File: config.mk
export PLATFORM = sky130hd
export DESIGN_NAME = tdm_demux4
export DESIGN_NICKNAME = d
export VERILOG_FILES = /design/src/rtl/tdm_pkg.sv /design/src/rtl/tdm_slot_ctr.sv /design/src/rtl/tdm_demux4.sv
export SDC_FILE = /design/constraint.sdc
export NUM_CORES = 1
export LEC_CHECK = 0
export CAP_MARGIN = 20
export CORE_ASPECT_RATIO = 0.6
export CORE_MARGIN = 2
export CORE_UTILIZATION = 40
export CTS_CLUSTER_DIAMETER = 120
export CTS_CLUSTER_SIZE = 14
export DETAILED_ROUTE_END_ITERATION = 16
export PLACE_DENSITY = 0.64
export SETUP_SLACK_MARGIN = 0.15
export SYNTH_ARGS = -nofsm -noshare
export SYNTH_HDL_FRONTEND = slang
export SYNTH_SLANG_ARGS = --single-unit
File: constraint.sdc
create_clock -name clk -period 2.3 [get_ports clk]
set_input_delay 0.345 -clock clk [delete_from_list [all_inputs] [get_ports clk]]
set_output_delay 0.345 -clock clk [all_outputs]
set_load 0.05 [all_outputs]
File: src/rtl/tdm_pkg.sv
// Shared types and constants for the four-slot TDM receive path.
package tdm_pkg;

    // Framing state: searching for frame_sync, or tracking slots.
    typedef enum logic {
        HUNT   = 1'b0,
        LOCKED = 1'b1
    } state_t;

    // Slot index; also the value presented on the upstream select lines.
    typedef logic [1:0] slot_t;

    localparam slot_t SLOT_A = 2'd0;
    localparam slot_t SLOT_B = 2'd1;
    localparam slot_t SLOT_C = 2'd2;
    localparam slot_t SLOT_D = 2'd3;

    localparam int ERR_CNT_MAX = 255;

    // Saturating increment for the 8-bit error counter.
    function automatic logic [7:0] sat_inc8(input logic [7:0] v);
        return (v == 8'(ERR_CNT_MAX)) ? v : v + 8'd1;
    endfunction

endpackage

File: src/rtl/tdm_slot_ctr.sv
// Two-bit slot counter that drives the upstream S1:S0 selects.
module tdm_slot_ctr
    import tdm_pkg::*;
(
    input  logic  clk,
    input  logic  rst_n,
    input  logic  clr,    // back to slot A (frame end, error, hunt)
    input  logic  load1,  // slot A just captured, expect slot B next
    input  logic  inc,    // advance to the following slot
    output slot_t sel
);

    // Slot register; clear wins over load, load wins over increment.
    always_ff @(posedge clk or negedge rst_n) begin
        if (!rst_n) begin
            sel <= SLOT_A;
        end else if (clr) begin
            sel <= SLOT_A;
        end else if (load1) begin
            sel <= SLOT_B;
        end else if (inc) begin
            sel <= sel + 2'd1;
        end
    end

endmodule

File: src/rtl/tdm_demux4.sv
// Four-channel TDM demultiplexer: tracks frame slots, stages partial
// frames and publishes complete frames with a one-cycle strobe.
module tdm_demux4
    import tdm_pkg::*;
#(
    parameter int W            = 1,
    parameter bit REQUIRE_SYNC = 1'b1
) (
    input  logic         clk,
    input  logic         rst_n,
    input  logic [W-1:0] line_in,
    input  logic         line_valid,
    input  logic         frame_sync,
    output logic [1:0]   sel,
    output logic [W-1:0] ch_a,
    output logic [W-1:0] ch_b,
    output logic [W-1:0] ch_c,
    output logic [W-1:0] ch_d,
    output logic         frame_valid,
    output logic         locked,
    output logic         sync_err,
    output logic [7:0]   err_cnt
);

    state_t       state, state_nxt;
    slot_t        slot;
    logic         slot_clr, slot_load1, slot_inc;
    logic         store_a, store_b, store_c;
    logic         frame_done, err;
    logic [W-1:0] stage_a, stage_b, stage_c;

    tdm_slot_ctr u_slot (
        .clk   (clk),
        .rst_n (rst_n),
        .clr   (slot_clr),
        .load1 (slot_load1),
        .inc   (slot_inc),
        .sel   (slot)
    );

    assign sel    = slot;
    assign locked = (state == LOCKED);

    // State register.
    always_ff @(posedge clk or negedge rst_n) begin
        if (!rst_n) begin
            state <= HUNT;
        end else begin
            state <= state_nxt;
        end
    end

    // Beat classification: decides capture, slot movement and errors.
    always_comb begin
        state_nxt  = state;
        slot_clr   = 1'b0;
        slot_load1 = 1'b0;
        slot_inc   = 1'b0;
        store_a    = 1'b0;
        store_b    = 1'b0;
        store_c    = 1'b0;
        frame_done = 1'b0;
        err        = 1'b0;
        if (line_valid) begin
            unique case (state)
                HUNT: begin
                    // Unsynced beats are dropped; slot is already A here.
                    if (frame_sync) begin
                        store_a    = 1'b1;
                        slot_load1 = 1'b1;
                        state_nxt  = LOCKED;
                    end
                end
                LOCKED: begin
                    if (slot == SLOT_A) begin
                        // A sync on slot A is the normal case, not a resync.
                        if (frame_sync || !REQUIRE_SYNC) begin
                            store_a    = 1'b1;
                            slot_load1 = 1'b1;
                        end else begin
                            err       = 1'b1;
                            slot_clr  = 1'b1;
                            state_nxt = HUNT;
                        end
                    end else if (frame_sync) begin
                        // Early sync: abandon the partial frame, restart at A.
                        err        = 1'b1;
                        store_a    = 1'b1;
                        slot_load1 = 1'b1;
                    end else begin
                        unique case (slot)
                            SLOT_B: begin
                                store_b  = 1'b1;
                                slot_inc = 1'b1;
                            end
                            SLOT_C: begin
                                store_c  = 1'b1;
                                slot_inc = 1'b1;
                            end
                            default: begin
                                frame_done = 1'b1;
                                slot_clr   = 1'b1;
                            end
                        endcase
                    end
                end
                default: begin
                    state_nxt = HUNT;
                    slot_clr  = 1'b1;
                end
            endcase
        end
    end

    // Staging for channels A..C while the rest of the frame arrives.
    always_ff @(posedge clk or negedge rst_n) begin
        if (!rst_n) begin
            stage_a <= '0;
            stage_b <= '0;
            stage_c <= '0;
        end else begin
            if (store_a) stage_a <= line_in;
            if (store_b) stage_b <= line_in;
            if (store_c) stage_c <= line_in;
        end
    end

    // Publish the whole frame on the slot-D edge; D comes straight off the line.
    always_ff @(posedge clk or negedge rst_n) begin
        if (!rst_n) begin
            ch_a        <= '0;
            ch_b        <= '0;
            ch_c        <= '0;
            ch_d        <= '0;
            frame_valid <= 1'b0;
        end else begin
            frame_valid <= frame_done;
            if (frame_done) begin
                ch_a <= stage_a;
                ch_b <= stage_b;
                ch_c <= stage_c;
                ch_d <= line_in;
            end
        end
    end

    // Error pulse and saturating error count.
    always_ff @(posedge clk or negedge rst_n) begin
        if (!rst_n) begin
            sync_err <= 1'b0;
            err_cnt  <= 8'd0;
        end else begin
            sync_err <= err;
            if (err) err_cnt <= sat_inc8(err_cnt);
        end
    end

endmodule

==> flow_metrics.env, run 1 <==
export IMPL_status="complete, no violations"
export IMPL_insertedDiodeCount=0
export IMPL_totalPowerFinal_w=0.00195
export IMPL_path_clk_slew_ns=0.07
export IMPL_r2r_start="u_slot.sel[1]$_DFFE_PN0P_"
export IMPL_core_um2=2470
export IMPL_post_cts_resized=0
export IMPL_vias=716
export IMPL_syn_avg_cell_area_um2=12.4
export IMPL_synth_area_um2=1020
export IMPL_ctsHtreeMaxLevel=1
export IMPL_dieArea_um2=2980
export IMPL_path_cells="clkdlybuf4s50_1"
export IMPL_crit_arrival_ns=1.58
export IMPL_synth_nets=92
export IMPL_cts_sinks=20
export IMPL_start_kind="register"
export IMPL_async_flop_share_pct=100
export IMPL_endpoint_kind="primary output"
export IMPL_start_util_pct=41.3
export IMPL_clk_path_buf_depth=2
export IMPL_clockRootBuffer="clkbuf_8"
export IMPL_r2r_setup_slack_ns=0.40
export IMPL_grtUsageTotal_pct=13.9
export IMPL_crit_fanout=6
export IMPL_ys_ff_latch=20
export IMPL_synth_edf_count=0
export IMPL_synth_warnings=0
export IMPL_die_w_um=69.2
export IMPL_rsz0062_at_grt="no"
export IMPL_skew_ns=0.00444
export IMPL_synth_ff_type="dfrtp_1"
export IMPL_routedWlPerCell_um=13.0
export IMPL_yosys_cell_types_count=27
export IMPL_cp_depth=1
export IMPL_regArea_um2=503
export IMPL_area_growth_pct=30.7
export IMPL_leakage_nw=0.598
export IMPL_yosys_area_top_type="dfrtp_1"
export IMPL_drv_slew=0
export IMPL_worst_slew_pin_slew_ns=0.495
export IMPL_r2r_end="err_cnt[4]$_DFFE_PN0P_"
export IMPL_synth_area_top_cells="dfrtp_1, mux2_4, ha_1"
export IMPL_nFillCells=226
export IMPL_crit_required_ns=1.96
export IMPL_period_share_pct=83.6
export IMPL_wirelength_mm=1.80
export IMPL_io_pins=22
export IMPL_syn_inst=82
export IMPL_cts_hold_buffers=0
export IMPL_crit_slowest_cell="clkdlybuf4s50_1"
export IMPL_final_nets=118
export IMPL_synth_most_common_cell="dfrtp_1"
export IMPL_p_per_area_nw_per_um2=1460
export IMPL_drtIter0Drc=52
export IMPL_ant_nets=0
export IMPL_relSlewSlack_pct=66.9
export IMPL_grt_first_pass_wirelength_mm=3.17
export IMPL_firstDrtPassIters=4
export IMPL_clk_latency_ns=0.26
export IMPL_cts_tree="built"
export IMPL_max_stage_delay_ns=0.85
export IMPL_critPathBufInv=1
export IMPL_drc=0
export IMPL_peakVddDrop_uv=628
export IMPL_multi_input_comb_area_um2=467
export IMPL_routed_via_density=5.15
export IMPL_min_path_type="in2async"
export IMPL_crit_end="err_cnt[3]"
export IMPL_finalHoldViolCount=0
export IMPL_critical_path_startpoint="err_cnt[3]$_DFFE_PN0P_"
export IMPL_die_h_um=43.1
export IMPL_ys_seq_area_share_pct=49.1
export IMPL_fmax_mhz=520
export IMPL_synth_top_area_share_pct=49.1
export IMPL_critical_path_top_delay_family="buffers and inverters"
export IMPL_gp_congestion=0.890
export IMPL_cts_setup_buffers=0
export IMPL_crit_type="reg2out"
export IMPL_max_cap_violations=0
export IMPL_rows=14
export IMPL_drive_gt1_share_pct=20.6
export IMPL_cts_inserted_buffers=3
export IMPL_port_buffers=21
export IMPL_antenna_found_initial=0
export IMPL_fin_crit_ns=1.92
export IMPL_overflow=0
export IMPL_setup_viol=0
export IMPL_grt_max_degree=21
export IMPL_final_setup_tns_ns=0
export IMPL_dpl_hpwl_mm=1.33
export IMPL_synthTopCellsByCount="dfrtp_1, nand2_1, mux2_4, ha_1, inv_1"
export IMPL_reg2regPathDepth=7
export IMPL_grt_pass1_vias=682
routing by layer:
metal	vias to the layer above	track usage, %	part of all wire (%)
met3	2	6.41	6.9
met2	26	20.0	42
li1	345	-	-
met5	-	0	0
met4	0	3.53	0.78
met1	343	19.0	51
cell families (layout without fill, tap and decap cells):
family | Yosys count | count (layout) | synth area share, %
AOI/OAI and AO/OA | 12 | 12 | 7.61
muxes | 10 | 10 | 13.1
buffers and inverters | 8 | 33 | 5.15
adders and majority gates | 5 | 5 | 6.13
xor gates and xnor gates | 3 | 3 | 2.58
and+or+nand+nor | 24 | 24 | 16.3
DFF | 20 | 20 | 49.1
flip-flops by register name, summed over array words and instances, names as in the netlist:
signal and flops:
ch_a 1, ch_b 1, ch_c 1, ch_d 1, err_cnt 8, frame_valid 1
locked 1, stage_a 1, stage_b 1, stage_c 1, sync_err 1, u_slot.sel 2
through the flow:
step	worst slack (ns)	util (%)	cells	area [µm²]	hold slack, ns
global placement	0.220	51.1	135	1260	0.489
CTS	0.378	54.0	139	1330	0.434
floorplan	0.282	-	82	1020	0.0494
finish	0.377	54.0	139	1330	0.422
detailed placement	0.191	51.1	135	1260	0.489
global route	0.188	54.0	139	1330	0.445
layout by cell type (no fill, tap or decap), types with 2 or more instances in the layout:
cell type | synthesis | layout
nand2_1 | 7 | 7
and3_1 | 3 | 3
clkbuf_8 | 0 | 3
a21oi_1 | 3 | 3
nand3_1 | 3 | 3
o211ai_1 | 2 | 2
dfrtp_2 | 0 | 2
ha_1 | 5 | 5
inv_1 | 5 | 5
xnor2_1 | 3 | 3
clkdlybuf4s50_1 | 0 | 21
buf_4 | 0 | 3
dfrtp_1 | 20 | 18
mux2_4 | 6 | 6
nand4_1 | 3 | 3
mux2_2 | 3 | 3
o21ai_0 | 3 | 3
worst min-delay path by stage:
stage	startpoint	to	slack, ns	cells past startpoint
final	rst_n	stage_c$_DFFE_PN0P_	0.42	2
after global routing	rst_n	stage_c$_DFFE_PN0P_	0.45	2
after detailed placement	stage_c$_DFFE_PN0P_	ch_c$_DFFE_PN0P_	0.49	1
after floorplan	rst_n	ch_a$_DFFE_PN0P_	0.05	0
after CTS	rst_n	stage_c$_DFFE_PN0P_	0.43	2
after global placement	stage_c$_DFFE_PN0P_	ch_c$_DFFE_PN0P_	0.49	1
power by group:
group	total, W	switching (W)	leakage, nW	internal [W]
sequential	0.000607	0.000127	0.239	0.000480
combinational	0.000992	0.000600	0.323	0.000393
clock	0.000346	0.000114	0.0357	0.000232
cell type report:
type	instances	share of cell area, %
multi-input combinational	54	35.0
tap	32	3.00
inverter	5	1.41
timing repair buffer	24	17.5
clock inverter	1	2.25
sequential	20	37.7
clock buffer	3	3.10
No activity file was read; power rests on OpenSTA's default activity.
==> run 2, diff against run 1 <==
==> constraint.sdc (replaced) <==
create_clock -name clk -period 1.9 [get_ports clk]
set_input_delay 0.285 -clock clk [delete_from_list [all_inputs] [get_ports clk]]
set_output_delay 0.285 -clock clk [all_outputs]
set_load 0.05 [all_outputs]
==> run 2 against run 1 <==
Effect of this change:
- combinational power up 29%
- sequential cell count unchanged
- sequential share of layout area down 1.6 points
- non-clock buffer count rose by 6
- die area unchanged
- clock power is 22% higher
- global-route usage rose by 0.37 points
- routed wire length increased by 8.7%
- total power rose by 26%
- cell count increased by 4.3%
- critical path type is now reg2reg
- highest routed layer unchanged
==> flow_metrics.env, run 2 (synthesis gave the netlist of run 1 again) <==
export IMPL_cts_tree="built"
export IMPL_die_w_um=69.2
export IMPL_final_nets=124
export IMPL_clk_latency_ns=0.26
export IMPL_swShare_pct=43.2
export IMPL_fin_crit_ns=1.74
export IMPL_totalPowerFinal_w=0.00244
export IMPL_regMostFlops="err_cnt"
export IMPL_drive_gt1_share_pct=31.9
export IMPL_core_um2=2470
export IMPL_endpoint_kind="register"
export IMPL_peakVddDrop_uv=1000
export IMPL_ctsHtreeMaxLevel=1
export IMPL_port_buffers=21
export IMPL_gp_congestion=0.839
export IMPL_setup_viol=0
export IMPL_leakage_nw=0.656
export IMPL_start_util_pct=41.3
export IMPL_period_share_pct=91.5
export IMPL_cts_inserted_buffers=3
export IMPL_p_switching_w=0.00106
export IMPL_path_clk_slew_ns=0.07
export IMPL_crit_required_ns=2.04
export IMPL_antenna_found_initial=0
export IMPL_setup_slack_ns=0.161
export IMPL_place_inst=138
export IMPL_final_cell_mix="dfrtp_1, buf_4, clkdlybuf4s50_1, nand2_1, dlygate4sd2_1"
export IMPL_crit_type="reg2reg"
export IMPL_layout_commonest_cell="dfrtp_1"
export IMPL_firstDrtPassIters=4
export IMPL_cts_hold_buffers=0
export IMPL_nFillCells=221
export IMPL_largest_reg_flops=8
export IMPL_reg_top3="err_cnt: 8 flops, u_slot.sel: 2 flops"
export IMPL_vias=752
export IMPL_cts_sinks=20
export IMPL_final_cells=145
export IMPL_grt_max_degree=21
export IMPL_min_path_type="in2async"
export IMPL_grt_pass1_vias=672
export IMPL_overflow=0
export IMPL_wirelength_mm=1.96
export IMPL_finalHoldViolCount=0
export IMPL_drtIter0Drc=43
export IMPL_max_cap_violations=0
export IMPL_worst_slew_pin_slew_ns=0.496
export IMPL_clk_path_buf_depth=2
export IMPL_dpl_hpwl_mm=1.46
export IMPL_drv_slew=0
export IMPL_start_kind="register"
export IMPL_status="complete, no violations"
export IMPL_io_pins=22
export IMPL_grtUsageTotal_pct=14.3
export IMPL_routedWlPerCell_um=13.5
export IMPL_fmax_mhz=575
export IMPL_area_growth_pct=36.6
export IMPL_p_int_w=0.00139
export IMPL_rows=14
export IMPL_dieArea_um2=2980
export IMPL_skew_ns=0.00157
export IMPL_p_seq_share_pct=30.4
export IMPL_relSlewSlack_pct=66.9
export IMPL_rsz0062_at_grt="yes"
export IMPL_clkPwrFrac_pct=17.2
export IMPL_routed_via_density=5.19
export IMPL_p_per_area_nw_per_um2=1760
export IMPL_r2r_setup_slack_ns=0.16
export IMPL_crit_arrival_ns=1.88
export IMPL_drc=0
export IMPL_ant_nets=0
export IMPL_pre_cts_slack_ns=-0.0807
export IMPL_crit_fanout=7
export IMPL_insertedDiodeCount=0
export IMPL_grt_first_pass_wirelength_mm=3.24
export IMPL_combPwrFrac_pct=52.4
export IMPL_clockRootBuffer="clkbuf_8"
export IMPL_die_h_um=43.1
==> run 2: changes by cell type in the layout (fill, tap and decap cells not counted), moves of 2 or more <==
cell	previous run	this run
buf_4	3	12
clkdlybuf4s50_1	21	9
dlygate4sd2_1	0	7
ha_1	5	3
ha_4	0	2
inv_1	5	3
==> run 2: worst paths after layout <==
kind / depth (start not counted) / end / from
max: 7 / err_cnt[5]$_DFFE_PN0P_ / u_slot.sel[0]$_DFFE_PN0P_
min: 2 / stage_b$_DFFE_PN0P_ / rst_n
max reg2reg: 7 / err_cnt[5]$_DFFE_PN0P_ / u_slot.sel[0]$_DFFE_PN0P_
min reg2reg: 1 / ch_a$_DFFE_PN0P_ / stage_a$_DFFE_PN0P_
max in group asynchronous: 2 / u_slot.sel[0]$_DFFE_PN0P_ / rst_n
min in group clk: 1 / ch_a$_DFFE_PN0P_ / stage_a$_DFFE_PN0P_
==> run 2: what timing repair did <==
action | 4_1_cts | 5_1_grt
cloned | 0 | 0
pin swaps | 0 | 0
resized for setup | 7 | 3
setup endpoints to repair | 8 | 6
setup buffers | 0 | 3
==> run 2: per-layer routing <==
| metal | up-vias | GRT usage (%) | wire length, µm |
|---|---|---|---|
| met5 | - | 0 | 0 |
| met3 | 4 | 6.41 | 140 |
| met2 | 32 | 19.8 | 798 |
| met4 | 0 | 2.35 | 21 |
| li1 | 364 | - | - |
| met1 | 352 | 20.7 | 998 |
==> run 2: area by class of cell <==
| type | count | area [µm²] | area share (%) |
|---|---|---|---|
| Clock buffer | 3 | 41.3 | 2.96 |
| Clock inverter | 1 | 30.0 | 2.16 |
| Inverter | 5 | 21.3 | 1.53 |
| Multi-Input combinational cell | 54 | 492 | 35.3 |
| Sequential cell | 20 | 503 | 36.1 |
| Tap cell | 32 | 40.0 | 2.88 |
| Timing Repair Buffer | 30 | 265 | 19.0 |
==> run 2: worst max-delay path, cell delays in order, from the launching register on <==
cell	delay [ns]
dfrtp_2	0.44
inv_2	0.08
ha_4	0.15
ha_4	0.19
and3b_1	0.22
buf_6	0.13
nand4_4	0.10
mux2_4	0.31
==> run 2: power by group through the flow <==
stage	Combinational, W	Clock, W	Sequential (W)
2_1_floorplan	0.000467	0	0.00117
3_3_place_gp	0.00125	0	0.000744
3_5_place_dp	0.00126	0	0.000752
4_1_cts	0.00124	0.000431	0.000742
5_1_grt	0.00135	0.000452	0.000771
6_report	0.00128	0.000421	0.000744
==> run 2: metrics by stage <==
step	hold slack, ns	TNS (ns)	cell area, µm²	utilization, %
after floorplan	-0.0106	0	1050	-
after global placement	0.488	-0.0988	1300	52.6
after detailed placement	0.496	-0.151	1300	52.6
after CTS	0.379	0	1360	55.1
after global routing	0.408	0	1390	56.4
final	0.360	0	1390	56.4
==> run 3, diff against run 2 <==
==> constraint.sdc (replaced) <==
create_clock -name clk -period 2.19 [get_ports clk]
set_input_delay 0.3285 -clock clk [delete_from_list [all_inputs] [get_ports clk]]
set_output_delay 0.3285 -clock clk [all_outputs]
set_load 0.05 [all_outputs]
==> run 3 against run 2 <==
Effect of this change:
- total power down 16%
- cell count down 3.4%
- largest power group unchanged
- clock power shrank 13%
- sequential share of layout area is 1.4 points higher
- count of clock-buffer cells in the layout unchanged
- largest cell class unchanged
- via count is 5.1% lower
==> flow_metrics.env, run 3 (synthesis gave the netlist of run 1 again) <==
export IMPL_fin_crit_ns=1.92
export IMPL_reg_top3="err_cnt: 8 flops, u_slot.sel: 2 flops"
export IMPL_dpl_hpwl_mm=1.45
export IMPL_final_setup_tns_ns=0
export IMPL_design_area_um2=1340
export IMPL_multi_input_comb_area_um2=467
export IMPL_wirelength_mm=1.92
export IMPL_cts_setup_buffers=0
export IMPL_fin_util_pct=54.3
export IMPL_cts_sinks=20
export IMPL_io_pins=22
export IMPL_clk_latency_ns=0.26
export IMPL_finalHoldViolCount=0
export IMPL_dieArea_um2=2980
export IMPL_critical_path_top_delay_family="buffers and inverters"
export IMPL_drc=0
export IMPL_drv_slew=0
export IMPL_cts_hold_buffers=0
export IMPL_critPathBufInv=1
export IMPL_layout_commonest_cell="clkdlybuf4s50_1"
export IMPL_crit_type="reg2out"
export IMPL_cts_inserted_buffers=3
export IMPL_largest_reg_flops=8
export IMPL_clk_path_buf_depth=2
export IMPL_max_cap_violations=0
export IMPL_crit_fanout=6
export IMPL_placed_cell_area_um2=1270
export IMPL_ctsHtreeMaxLevel=1
export IMPL_final_cell_mix="clkdlybuf4s50_1, dfrtp_1, nand2_1, mux2_4"
export IMPL_leakage_nw=0.602
export IMPL_status="complete, no violations"
export IMPL_relSlewSlack_pct=66.3
export IMPL_post_cts_resized=0
export IMPL_vias=714
export IMPL_insertedDiodeCount=0
export IMPL_die_h_um=43.1
export IMPL_endpoint_kind="primary output"
export IMPL_skew_ns=0.00467
export IMPL_grt_pass1_vias=672
export IMPL_grtUsageTotal_pct=14.2
export IMPL_firstDrtPassIters=4
export IMPL_period_share_pct=87.6
export IMPL_grt_first_pass_wirelength_mm=3.23
export IMPL_overflow=0
export IMPL_crit_arrival_ns=1.59
export IMPL_final_nets=119
export IMPL_cts_tree="built"
export IMPL_drive_gt1_share_pct=21.3
export IMPL_peakVddDrop_uv=1030
export IMPL_start_kind="register"
export IMPL_nFillCells=205
export IMPL_crit_slowest_cell="clkdlybuf4s50_1"
export IMPL_min_path_type="in2async"
export IMPL_max_stage_delay_ns=0.85
export IMPL_p_per_area_nw_per_um2=1530
export IMPL_worst_slew_pin_slew_ns=0.504
export IMPL_gp_congestion=0.896
export IMPL_port_buffers=21
export IMPL_grt_max_degree=21
export IMPL_setup_viol=0
export IMPL_start_util_pct=41.3
export IMPL_antenna_found_initial=0
export IMPL_rsz0062_at_grt="no"
export IMPL_regArea_um2=503
export IMPL_path_clk_slew_ns=0.08
export IMPL_fmax_mhz=521
export IMPL_crit_required_ns=1.86
export IMPL_area_growth_pct=31.4
export IMPL_ant_nets=0
export IMPL_die_w_um=69.2
export IMPL_core_um2=2470
export IMPL_rows=14
export IMPL_path_cells="clkdlybuf4s50_1"
export IMPL_routedWlPerCell_um=13.7
export IMPL_regMostFlops="err_cnt"
export IMPL_routed_via_density=5.10
export IMPL_drtIter0Drc=16
export IMPL_clockRootBuffer="clkbuf_8"
-- run 3: cell types whose count changed in the layout (fill, tap and decap cells not counted), sizes merged --
cell	previous run	this run
buf	13	4
dlygate4sd2	7	0
clkdlybuf4s50	9	21
dlymetal6s2s	1	0
-- run 3: path summary, 6_finish.rpt --
kind / start / end / slack [ns] / depth (start not counted)
setup / recovery: err_cnt[3]$_DFFE_PN0P_ / err_cnt[3] / 0.27 / 1
hold / removal: rst_n / ch_c$_DFFE_PN0P_ / 0.41 / 2
setup reg to reg: u_slot.sel[0]$_DFFE_PN0P_ / err_cnt[6]$_DFFE_PN0P_ / 0.30 / 7
hold reg to reg: stage_c$_DFFE_PN0P_ / ch_c$_DFFE_PN0P_ / 0.51 / 1
max in group asynchronous: rst_n / u_slot.sel[0]$_DFFE_PN0P_ / 1.55 / 2
min in group clk: stage_c$_DFFE_PN0P_ / ch_c$_DFFE_PN0P_ / 0.51 / 1
-- run 3: power breakdown --
part	internal (W)	total [W]	leakage [nW]	switching [W]
clock	0.000244	0.000366	0.0357	0.000122
sequential	0.000504	0.000642	0.239	0.000138
combinational	0.000414	0.00104	0.328	0.000630
-- run 3: final cells by class --
class | instances | area share (%)
tap | 32 | 2.99
timing repair buffer | 25 | 17.9
inverter | 5 | 1.40
multi-input combinational | 54 | 34.8
clock inverter | 1 | 2.24
sequential | 20 | 37.5
clock buffer | 3 | 3.08
-- run 3: per-layer routing --
metal / global-route usage [%] / wire (µm)
met4: 2.35 / 14
met2: 21.5 / 810
met3: 5.94 / 105
met5: 0 / 0
met1: 19.3 / 984
-- run 3: stage by stage --
stage	std cells	setup WS, ns	hold slack (ns)	total power [W]
final	140	0.271	0.407	0.00205
after global routing	140	0.179	0.428	0.00216
after CTS	140	0.264	0.413	0.00207
after detailed placement	136	0.121	0.492	0.00169
after global placement	136	0.155	0.488	0.00168
after floorplan	82	0.172	0.0329	0.00138
